### src/rtl/uart_response_encoder.sv
// Turns one wishbone_master response (status, address, data and any extra
// data words) into an ASCII-hex byte stream for the UART transmitter.
// Frame: PREFIX, 8 status digits, SEP, 8 address digits, SEP, 8 data digits,
// then either TERMINATOR or, per extra word, SEP and 8 more data digits.
// The byte output port is named tx_byte because "byte" is a reserved word.
module uart_response_encoder #(
   parameter bit         LOWERCASE  = 1'b0,
   parameter logic [7:0] SEPARATOR  = 8'h20,
   parameter logic [7:0] TERMINATOR = 8'h0A,
   parameter logic [7:0] PREFIX     = 8'h53
) (
   input  logic        clk,
   input  logic        rst,
   input  logic        out_en,
   input  logic [31:0] out_status,
   input  logic [31:0] out_address,
   input  logic [31:0] out_data,
   input  logic [27:0] out_data_count,
   output logic        out_ready,
   input  logic        uart_ready,
   output logic        uart_byte_en,
   output logic [7:0]  tx_byte,
   output logic        finished
);

   typedef enum logic [1:0] {StIdle, StSend, StGap, StWaitData} state_e;

   // Character index within the frame; extra words restart at IdxSepData.
   localparam logic [4:0] IdxSepAddr  = 5'd9;
   localparam logic [4:0] IdxSepData  = 5'd18;
   localparam logic [4:0] IdxLastStat = 5'd8;
   localparam logic [4:0] IdxLastAddr = 5'd17;
   localparam logic [4:0] IdxLastData = 5'd26;
   localparam logic [4:0] IdxEnd      = 5'd27;

   state_e      state_q, state_d;
   logic [31:0] status_q, address_q, data_q;
   logic [27:0] remaining_q;
   logic [4:0]  idx_q;
   logic [7:0]  byte_q;

   logic        load_first, load_word;
   logic [7:0]  cur_char;
   logic [31:0] word;
   logic [4:0]  off;
   logic        is_end;

   function automatic logic [7:0] hex_char(input logic [3:0] n);
      if (n < 4'd10) return 8'h30 + {4'h0, n};
      return (LOWERCASE ? 8'h61 : 8'h41) + {4'h0, n} - 8'd10;
   endfunction

   // Decode the character at the current frame index; off counts nibbles from the LSN.
   always_comb begin
      cur_char = PREFIX;
      word     = status_q;
      off      = 5'd0;
      is_end   = (idx_q == IdxEnd);
      if (idx_q == 5'd0) begin
         cur_char = PREFIX;
      end else if (idx_q <= IdxLastStat) begin
         word     = status_q;
         off      = IdxLastStat - idx_q;
         cur_char = hex_char(word[{off[2:0], 2'b00} +: 4]);
      end else if (idx_q == IdxSepAddr) begin
         cur_char = SEPARATOR;
      end else if (idx_q <= IdxLastAddr) begin
         word     = address_q;
         off      = IdxLastAddr - idx_q;
         cur_char = hex_char(word[{off[2:0], 2'b00} +: 4]);
      end else if (idx_q == IdxSepData) begin
         cur_char = SEPARATOR;
      end else if (idx_q <= IdxLastData) begin
         word     = data_q;
         off      = IdxLastData - idx_q;
         cur_char = hex_char(word[{off[2:0], 2'b00} +: 4]);
      end else begin
         cur_char = TERMINATOR;
      end
   end

   // Next-state and handshake outputs; the byte strobe is combinational on uart_ready.
   always_comb begin
      state_d      = state_q;
      out_ready    = 1'b0;
      uart_byte_en = 1'b0;
      finished     = 1'b0;
      load_first   = 1'b0;
      load_word    = 1'b0;
      case (state_q)
         StIdle: begin
            out_ready = 1'b1;
            if (out_en) begin
               load_first = 1'b1;
               state_d    = StSend;
            end
         end
         StSend: begin
            if (is_end && (remaining_q != 28'd0)) begin
               state_d = StWaitData;
            end else if (uart_ready) begin
               uart_byte_en = 1'b1;
               if (is_end) begin
                  finished = 1'b1;
                  state_d  = StIdle;
               end else begin
                  state_d = StGap;
               end
            end
         end
         StGap: begin
            state_d = StSend;
         end
         StWaitData: begin
            out_ready = 1'b1;
            if (out_en) begin
               load_word = 1'b1;
               state_d   = StSend;
            end
         end
         default: state_d = StIdle;
      endcase
      tx_byte = uart_byte_en ? cur_char : byte_q;
   end

   // State register.
   always_ff @(posedge clk or negedge rst) begin
      if (!rst) state_q <= StIdle;
      else      state_q <= state_d;
   end

   // Captured response fields, remaining word count, frame index and last byte sent.
   always_ff @(posedge clk or negedge rst) begin
      if (!rst) begin
         status_q    <= 32'd0;
         address_q   <= 32'd0;
         data_q      <= 32'd0;
         remaining_q <= 28'd0;
         idx_q       <= 5'd0;
         byte_q      <= 8'h00;
      end else begin
         if (load_first) begin
            status_q    <= out_status;
            address_q   <= out_address;
            data_q      <= out_data;
            remaining_q <= out_data_count;
            idx_q       <= 5'd0;
         end
         if (load_word) begin
            data_q      <= out_data;
            remaining_q <= remaining_q - 28'd1;
            idx_q       <= IdxSepData;
         end
         if (uart_byte_en) begin
            byte_q <= cur_char;
            idx_q  <= idx_q + 5'd1;
         end
      end
   end

endmodule

### config.mk
export PLATFORM = sky130hd
export DESIGN_NAME = uart_response_encoder
export DESIGN_NICKNAME = d
export VERILOG_FILES = /design/src/rtl/uart_response_encoder.sv
export SDC_FILE = /design/constraint.sdc
export NUM_CORES = 1
export LEC_CHECK = 0
export BUFFER_PORTS_ARGS = -buffer_cell sky130_fd_sc_hd__buf_4
export CAP_MARGIN = 20
export CELL_PAD_IN_SITES_DETAIL_PLACEMENT = 0
export CELL_PAD_IN_SITES_GLOBAL_PLACEMENT = 1
export CORE_ASPECT_RATIO = 1.1
export CORE_MARGIN = 5
export CORE_UTILIZATION = 30
export CTS_BUF_LIST = sky130_fd_sc_hd__clkbuf_16
export CTS_CLUSTER_DIAMETER = 120
export CTS_CLUSTER_SIZE = 30
export DETAILED_ROUTE_END_ITERATION = 7
export PLACE_DENSITY_LB_ADDON = 0.1
export SLEW_MARGIN = 10
export SYNTH_ARGS = -nofsm -noshare
export SYNTH_HDL_FRONTEND = slang
export SYNTH_SLANG_ARGS = --single-unit
### constraint.sdc
create_clock -name clk -period 9.3 [get_ports clk]
set_input_delay 1.395 -clock clk [delete_from_list [all_inputs] [get_ports clk]]
set_output_delay 1.395 -clock clk [all_outputs]
set_load 0.01 [all_outputs]
**After elaboration in Yosys (flattened, before gate mapping)**

Index checks and enable logic that the tools add are counted.

- Register bits after elaboration: 139
- Bits in latches: 0
- Memory bits (writable): 0
- ROM bits: 0
- Bits of input ports: 128
- Output and inout port bits: 11
- Word-level logic and storage cells: 97
- Memories: 0

- $add $sub $neg: 14
- $mul: 0
- Divide/modulo/power cells: 0
- $lt $le $gt $ge: 6
- Equality and inequality tests: 8
- Shift operators: 3
- Muxes and demuxes: 51
- Bitwise logic cells: 0
- Reduce and logical (&&, ||, !) cells: 8

Operators with widths:

| cell | number |
|---|---|
| $mux 8 | 13 |
| $shiftx 32x6->4 | 3 |
| $mux 32 | 2 |
| $mux 28 | 2 |
| $reduce_bool 28->1 | 1 |
| $sub 28x1->28 const B | 1 |
| $mux 1 | 26 |
| $add 7x4->8 const A | 3 |
| $sub 8x4->8 const B | 3 |
| $add 6x4->7 const A | 3 |
| $mux 5 | 3 |
| $lt 4x4->1 const B | 3 |
| $eq 5x5->1 const B | 2 |
| $le 5x5->1 const B | 2 |
| $mux 2 | 4 |
| $pmux 2 s3 | 1 |
| $sub 1x3->3 const A | 2 |
| $add 5x1->5 const B | 1 |
| $eq 5x4->1 const B | 1 |
| $le 5x4->1 const B | 1 |
| $logic_not 5->1 | 1 |
| $eq 2x2->1 const B | 2 |
| $ne 3x3->1 const B | 1 |
| $reduce_bool 3->1 | 1 |
| 8 further kinds | 8 |

**Depth between registers and ports, before layout**

Gate-level depths: netlist of the first run.

- Depth after elaboration: 18
- Depth in mapped cells: 13
- Gate-level depth less buffers: 11

**Worst setup path after synthesis of the first run**

OpenSTA, ideal clock, no wires.

- Path type: flip-flop to output port
- From: register idx_q[1]
- To: output port tx_byte[2]
- Arrival time: 3276 ps
- Data required time: 7905 ps
- Path slack: 4629 ps
- Stages on the path, launching flop included: 13
- Path buffers: 2
- Cell sequence: dfrtp_1 -> clkbuf_1 -> inv_1 -> ha_1 -> clkbuf_1 -> mux4_2 -> mux2i_1 -> ha_1 -> inv_1 -> or4b_1 -> o21ai_0 -> a221oi_1 -> o31ai_1

- Word-level cells in the longest chain between the ends: 18
- Elaborated cells between the ends (all ways): 56
- Those cells by class: add/sub: 12; order compare: 6; eq/ne: 3; shift: 3; mux: 30; reduce/logical: 2

RTL lines:

| element | RTL line | text |
|---|---|---|
| from (decl) | 39 | `logic [4:0] idx_q;` |
| from (signal assigned) | 152 | `idx_q <= IdxSepData;` |
| from (signal assigned) | 156 | `idx_q <= idx_q + 5'd1;` |
| branches (longest 17 deep; another with $add 7x4->8) | - |  |
| $mux 8 * | - |  |
| to (decl) | 22 | `output logic [7:0] tx_byte,` |

Mark *: on every way between the ends. The select of a mux whose other input is x is not followed.

**Worst setup path in the final report of the first run**

- From: register idx_q[0]
- To: output port tx_byte[4]

The elaborated chain is that of the path after synthesis.

==> results.cfg, run 1 <==
[setup_path]
path_buf_inv = 3
cp.depth = 11
crit_family = adder cells
crit_required_ns = 7.91
path_class = flip-flop to primary output
cp_max_fo = 30
path_cells = inv_2 -> ha_1 -> buf_4 -> mux4_2 -> mux2i_1 -> ha_1 -> o21ai_0 -> a221oi_1 -> o21ai_0 -> a31oi_1 -> buf_4
arrival_ns = 4.76
slowest_stage = dfrtp_2
cp-end-kind = primary output
start_kind = flip-flop
crit_path_max_incr_delay_ns = 0.90
r2r_cells = 10

[finish]
syn_to_final_growth_pct = 24.55
seq_area_um2 = 3480
fin_nets = 979
fillers = 2457
antenna_cells = 0
final_layout_size_suffix_gt1_share_pct = 33.53
postLayoutCoreUtil_pct = 38.11
multi_input_area_um2 = 3779

[global_routing]
first_global_vias = 6330
grt_pass1_wl_um = 34310
grt_max_degree = 72
antenna_found_initial = 0
grt_use_total_pct = 15.24
overflow = 0

[floorplanning]
die_width_um = 160.9
die_h_um = 176.0
io_pins = 139
dieArea_um2 = 28300
core_um2 = 24550
rows = 60
start_util_pct = 30.60

[synthesis]
synth-seq-area-share_pct = 46.31
synth_common_cells = dfrtp_1 (139), nand2_1 (138), mux2_2 (70), nor2_1 (39), a21oi_1 (36)
yosys_register_bits = 139
yosysTopAreaCellShare_pct = 46.31
netlist_area_um2 = 7511
async_flop_share_pct = 100.0
yosys-top-cells-area = dfrtp_1 (46%), mux2_2 (10%), nand2_1 (6.9%)
synth_fp_nets = 855
ys.flop_type = dfrtp_1
synth_edf_count = 0
synth.avg_cell_area_um2 = 10.56
synth_top_cell_by_area = dfrtp_1
synthCells = 711
yosysWarningCount = 0
yosysMostFrequentCell = dfrtp_1
ys_types = 72

[timing]
hold_viol = 0
fin_crit_sh_pct = 66.15
fin_skew_ns = 0.01384
finalSetupViolCount = 0
slew_violations = 0
worst_pin_slew_ns = 1.122
max_freq_mhz = 162.6
maxSlewHeadroom_pct = 24.52
grt_setup_unrepaired = no
period_needed_ns = 6.152
tns_ns = 0

[drt]
drt_iter0_markers = 318
firstDrtPassIters = 5
vias_per_cell = 5.082
drc = 0
vias = 5880
postRouteAntennaNets = 0
wl_um = 21050
wl_per_cell_um = 18.19

[cts]
cts_root_buf = clkbuf_16
cts.clk_slew.worst_paths_ns = 0.06
cts_tree = done
cts.sinks = 139
cts_resized = 0
cts.htree.levels = 4
post_cts_buffers = 0
numCtsBuffers = 17
clockBufferDepth = 2
clock_latency_ns = 0.42
hold_buffers = 0

[power_and_ir_drop]
p_per_area_nw_per_um2 = 380.3
total_power_mw = 3.558
vdd.ir_drop.worst_v = 0.0001501
power_leakage_nw = 4.205

[placed_design]
dp_hpwl_um = 15270
finalWeightedCongestion = 0.8049
port_buffers = 138

[worst_hold_path]
hold_depth = 2
min_path_type = flip-flop to flip-flop

[outcome]
status = finished, final reports clean

[flow_run]
cap_violations = 0
logic make-up (layout without fill, tap and decap cells):
family | Yosys count | in the layout | share of synthesized area, %
AND/OR/NAND/NOR | 250 | 250 | 15.36
flip-flops | 139 | 139 | 46.31
AO/OA/AOI/OAI | 133 | 133 | 11.58
multiplexers | 113 | 113 | 19.89
buffers and inverters | 56 | 192 | 3.631
adder cells (fa/ha/maj) | 16 | 16 | 2.665
XOR/XNOR | 4 | 4 | 0.5665
registers in the layout, indices dropped and copies added (netlist names):
name         count
address_q       32
byte_q           8
idx_q            5
remaining_q     28
status_q        32
state_q          2
data_q          32
worst reg2reg max path: cells and delay by family, from the launching register on:
kind / cells / cell delay, ns
AO/OA/AOI/OAI: 4 / 0.92
adder cells (fa/ha/maj): 2 / 1.00
buffers and inverters: 2 / 0.70
flip-flops: 1 / 0.90
multiplexers: 2 / 0.64
power breakdown:
group | internal (mW) | switching, mW | leakage, nW
logic | 0.845 | 0.912 | 2.27
registers | 0.897 | 0.249 | 1.67
clock network | 0.389 | 0.266 | 0.266
total | 2.13 | 1.43 | 4.21
area by class of cell:
cell class | instances | area share, %
Clock buffer | 17 | 4.547
Clock inverter | 14 | 1.391
Inverter | 17 | 0.7356
Multi-Input combinational cell | 516 | 40.39
Sequential cell | 139 | 37.19
Tap cell | 310 | 4.146
Timing Repair Buffer | 144 | 11.60
final timing paths:
| kind | from | endpoint | slack (ns) |
|---|---|---|---|
| worst max-delay path | idx_q[0]$_DFFE_PN0P_ | tx_byte[4] | 3.15 |
| worst min-delay path | data_q[21]$_DFFE_PN0P_ | data_q[21]$_DFFE_PN0P_ | 0.47 |
| worst max register to register | idx_q[0]$_DFFE_PN0P_ | byte_q[4]$_DFF_PN0_ | 5.03 |
| worst min register to register | data_q[21]$_DFFE_PN0P_ | data_q[21]$_DFFE_PN0P_ | 0.47 |
| max in group asynchronous | rst | idx_q[0]$_DFFE_PN0P_ | 6.86 |
| min in group asynchronous | rst | remaining_q[14]$_DFFE_PN0P_ | 0.96 |
cell usage in the layout (no fill, tap or decap), drive strengths merged, types with 21 or more instances in the layout:
cell type / synthesis / layout
a21oi: 36 / 36
buf: 14 / 144
dfrtp: 139 / 139
mux2: 70 / 70
mux2i: 21 / 21
mux4: 22 / 22
nand2: 138 / 138
nor2: 39 / 39
nor3: 24 / 24
o21ai: 34 / 34
layer usage:
layer	track usage (%)	routed length (um)	up-vias	share of wire, %
met3	3.175	990	23	4.7
met5	0	0	-	0
met4	5.226	342	0	1.6
met2	25.91	10520	152	50
met1	19.38	9202	2892	44
li1	-	-	2813	-
metrics by stage:
| step | setup slack, ns | hold WS, ns | area [um2] | cells |
|---|---|---|---|---|
| after global placement | 3.747 | 0.4684 | 8800 | 1126 |
| after detailed placement | 3.518 | 0.4675 | 8800 | 1126 |
| after floorplan | 4.629 | 0.4334 | 7511 | 711 |
| final | 3.148 | 0.4724 | 9355 | 1157 |
| after CTS | 3.053 | 0.4779 | 9355 | 1157 |
| after global routing | 2.797 | 0.5094 | 9355 | 1157 |
(Power assumes the default switching activity.)
==> run 2: changes to the inputs <==
--- a/config.mk
+++ b/config.mk
@@ -5,6 +5,7 @@
 export SDC_FILE = /design/constraint.sdc
 export NUM_CORES = 1
 export LEC_CHECK = 0
+export ABC_AREA = 1
 export BUFFER_PORTS_ARGS = -buffer_cell sky130_fd_sc_hd__buf_4
 export CAP_MARGIN = 20
 export CELL_PAD_IN_SITES_DETAIL_PLACEMENT = 0
==> constraint.sdc (replaced) <==
create_clock -name clk -period 6 [get_ports clk]
set_input_delay 0.9 -clock clk [delete_from_list [all_inputs] [get_ports clk]]
set_output_delay 0.9 -clock clk [all_outputs]
set_load 0.01 [all_outputs]
==> results.cfg, run 2 <==
[timing]
maxSlewHeadroom_pct = 41.68
period_needed_ns = 5.063
hold_viol = 0
max_freq_mhz = 197.5
grt_setup_unrepaired = no
fin_crit_sh_pct = 84.38
tns_ns = 0
hold_ws_ns = 0.4791
finalSetupViolCount = 0
worst_pin_slew_ns = 0.8748
fin_skew_ns = 0.01216
slew_violations = 0

[power_and_ir_drop]
p_per_area_nw_per_um2 = 599.0
power_leakage_nw = 4.991
vdd.ir_drop.worst_v = 0.0001703

[synthesis]
yosysTopAreaCellShare_pct = 43.85
yosys-top-cells-area = dfrtp_1 (44%), nand2_1 (18%), inv_1 (5.3%)
synth_top_cell_by_area = dfrtp_1
async_flop_share_pct = 100.0
synthCells = 1084
yosysWarningCount = 0
synth-seq-area-share_pct = 43.85
synth_fp_nets = 1228
yosys_register_bits = 139
synth_edf_count = 0
ys_types = 43
yosysMostFrequentCell = nand2_1
synth_common_cells = nand2_1 (372), dfrtp_1 (139), inv_1 (113), nor2_1 (102), nand3_1 (56)
ys.flop_type = dfrtp_1
netlist_area_um2 = 7933
synth.avg_cell_area_um2 = 7.318

[floorplanning]
start_util_pct = 30.43
dieArea_um2 = 29800
rows = 62
die_h_um = 180.5
io_pins = 139
die_width_um = 165.0
core_um2 = 26070

[cts]
clockBufferDepth = 2
cts.sinks = 139
post_cts_buffers = 0
cts.clk_slew.worst_paths_ns = 0.07
hold_buffers = 0
numCtsBuffers = 17
cts_tree = done
cts_root_buf = clkbuf_16
cts_resized = 0
cts.htree.levels = 4
clock_latency_ns = 0.43

[global_routing]
first_global_vias = 7236
overflow = 0
grt_use_total_pct = 16.10
antenna_found_initial = 0
grt_max_degree = 92
grt_pass1_wl_um = 38180

[finish]
antenna_cells = 0
final_common_cell = nand2_1
fin_nets = 1346
largest_registers = address_q (32), data_q (32), status_q (32)
syn_to_final_growth_pct = 23.91
final_layout_size_suffix_gt1_share_pct = 18.44
final_cell_mix = nand2_1 (372), buf_4 (144), dfrtp_1 (138)

[setup_path]
start_kind = flip-flop
cp-end-kind = primary output
cp_max_fo = 20
arrival_ns = 4.16
crit_required_ns = 5.10
path_class = flip-flop to primary output

[flow_run]
cap_violations = 0

[placed_design]
finalWeightedCongestion = 0.8008
port_buffers = 138
dp_hpwl_um = 17240

[drt]
drc = 0
vias_per_cell = 4.498
wl_um = 23620
drt_iter0_markers = 392
firstDrtPassIters = 4
wl_per_cell_um = 15.07
postRouteAntennaNets = 0
vias = 7048

[outcome]
status = finished, final reports clean

[worst_hold_path]
min_path_type = flip-flop to flip-flop
## run 2: changes by cell type after synthesis, sizes merged, moves of 10 or more
cell	change
nand2	+248
inv	+106
mux2	-70
nor2	+66
o21ai	+64
nand3	+50
mux4	-22
mux2i	-21
o211ai	+14
nor3	-12
xor2	+10
## run 2: worst paths after layout
| check | cells past startpoint | from | slack, ns | endpoint |
|---|---|---|---|---|
| max reg2reg | 13 | idx_q[1]$_DFFE_PN0P_ | 2.32 | byte_q[1]$_DFF_PN0_ |
| min reg2reg | 2 | status_q[1]$_DFFE_PN0P_ | 0.48 | status_q[1]$_DFFE_PN0P_ |
| max | 14 | idx_q[1]$_DFFE_PN0P_ | 0.94 | tx_byte[1] |
| min in group asynchronous | 1 | rst | 0.56 | remaining_q[20]$_DFFE_PN0P_ |
| max in group asynchronous | 2 | rst | 4.15 | idx_q[0]$_DFFE_PN0P_ |
| min | 2 | status_q[1]$_DFFE_PN0P_ | 0.48 | status_q[1]$_DFFE_PN0P_ |
## run 2: power by group
part	switching [mW]	total, mW	leakage (nW)	internal, mW
sequential	0.278	1.66	1.72	1.38
combinational	2.03	3.13	2.97	1.09
clock	0.499	1.10	0.303	0.605
## run 2: layout make-up
type                       count  area (um2)
clock inverter                15       192.7
clock buffer                  17       425.4
multi-input combinational    775        3712
sequential                   139        3480
timing repair buffer         146        1112
inverter                     123       466.7
tap                          352       440.4
fill                        2889       16240
## run 2: stage by stage
| stage | std cells | total power [mW] | setup slack [ns] | util (%) | instance area [um2] |
|---|---|---|---|---|---|
| 5_1_grt | 1567 | 6.493 | 0.4525 | 37.71 | 9829 |
| 6_report | 1567 | 5.888 | 0.9371 | 37.71 | 9829 |
| 3_5_place_dp | 1535 | 4.842 | 1.270 | 35.34 | 9211 |
| 4_1_cts | 1567 | 5.986 | 0.8124 | 37.71 | 9829 |
| 2_1_floorplan | 1084 | 3.995 | 2.475 | - | 7933 |
| 3_3_place_gp | 1534 | 4.830 | 1.381 | 35.26 | 9191 |
## run 2: cell families after synthesis
kind of cell	count (synthesis)	share of synthesized area, %
simple gates	582	30.60
buf+inv	170	9.353
compound gates	161	11.58
flops	139	43.85
xor+xnor	16	2.098
fa+ha+maj	16	2.524
## run 2: worst max-delay path, stage by stage, from the launching register on
cell and delay (ns):
dfrtp_1 0.64, inv_2 0.23, ha_1 0.71, inv_1 0.48, nor2_1 0.19, o21ai_1 0.08
nand2_1 0.07, inv_1 0.04, o21ai_1 0.27, inv_1 0.11, ha_1 0.28, nor3_1 0.17
nor2_1 0.07, a21oi_1 0.22, buf_4 0.16
## run 2: layer usage
layer  wire length (um)  up-vias  GRT usage (%)
met5                  0        -              0
met4                305        0          4.293
met3                876       15          3.226
met2              11220      116          25.69
met1              11220     3253          22.24
li1                   -     3664              -
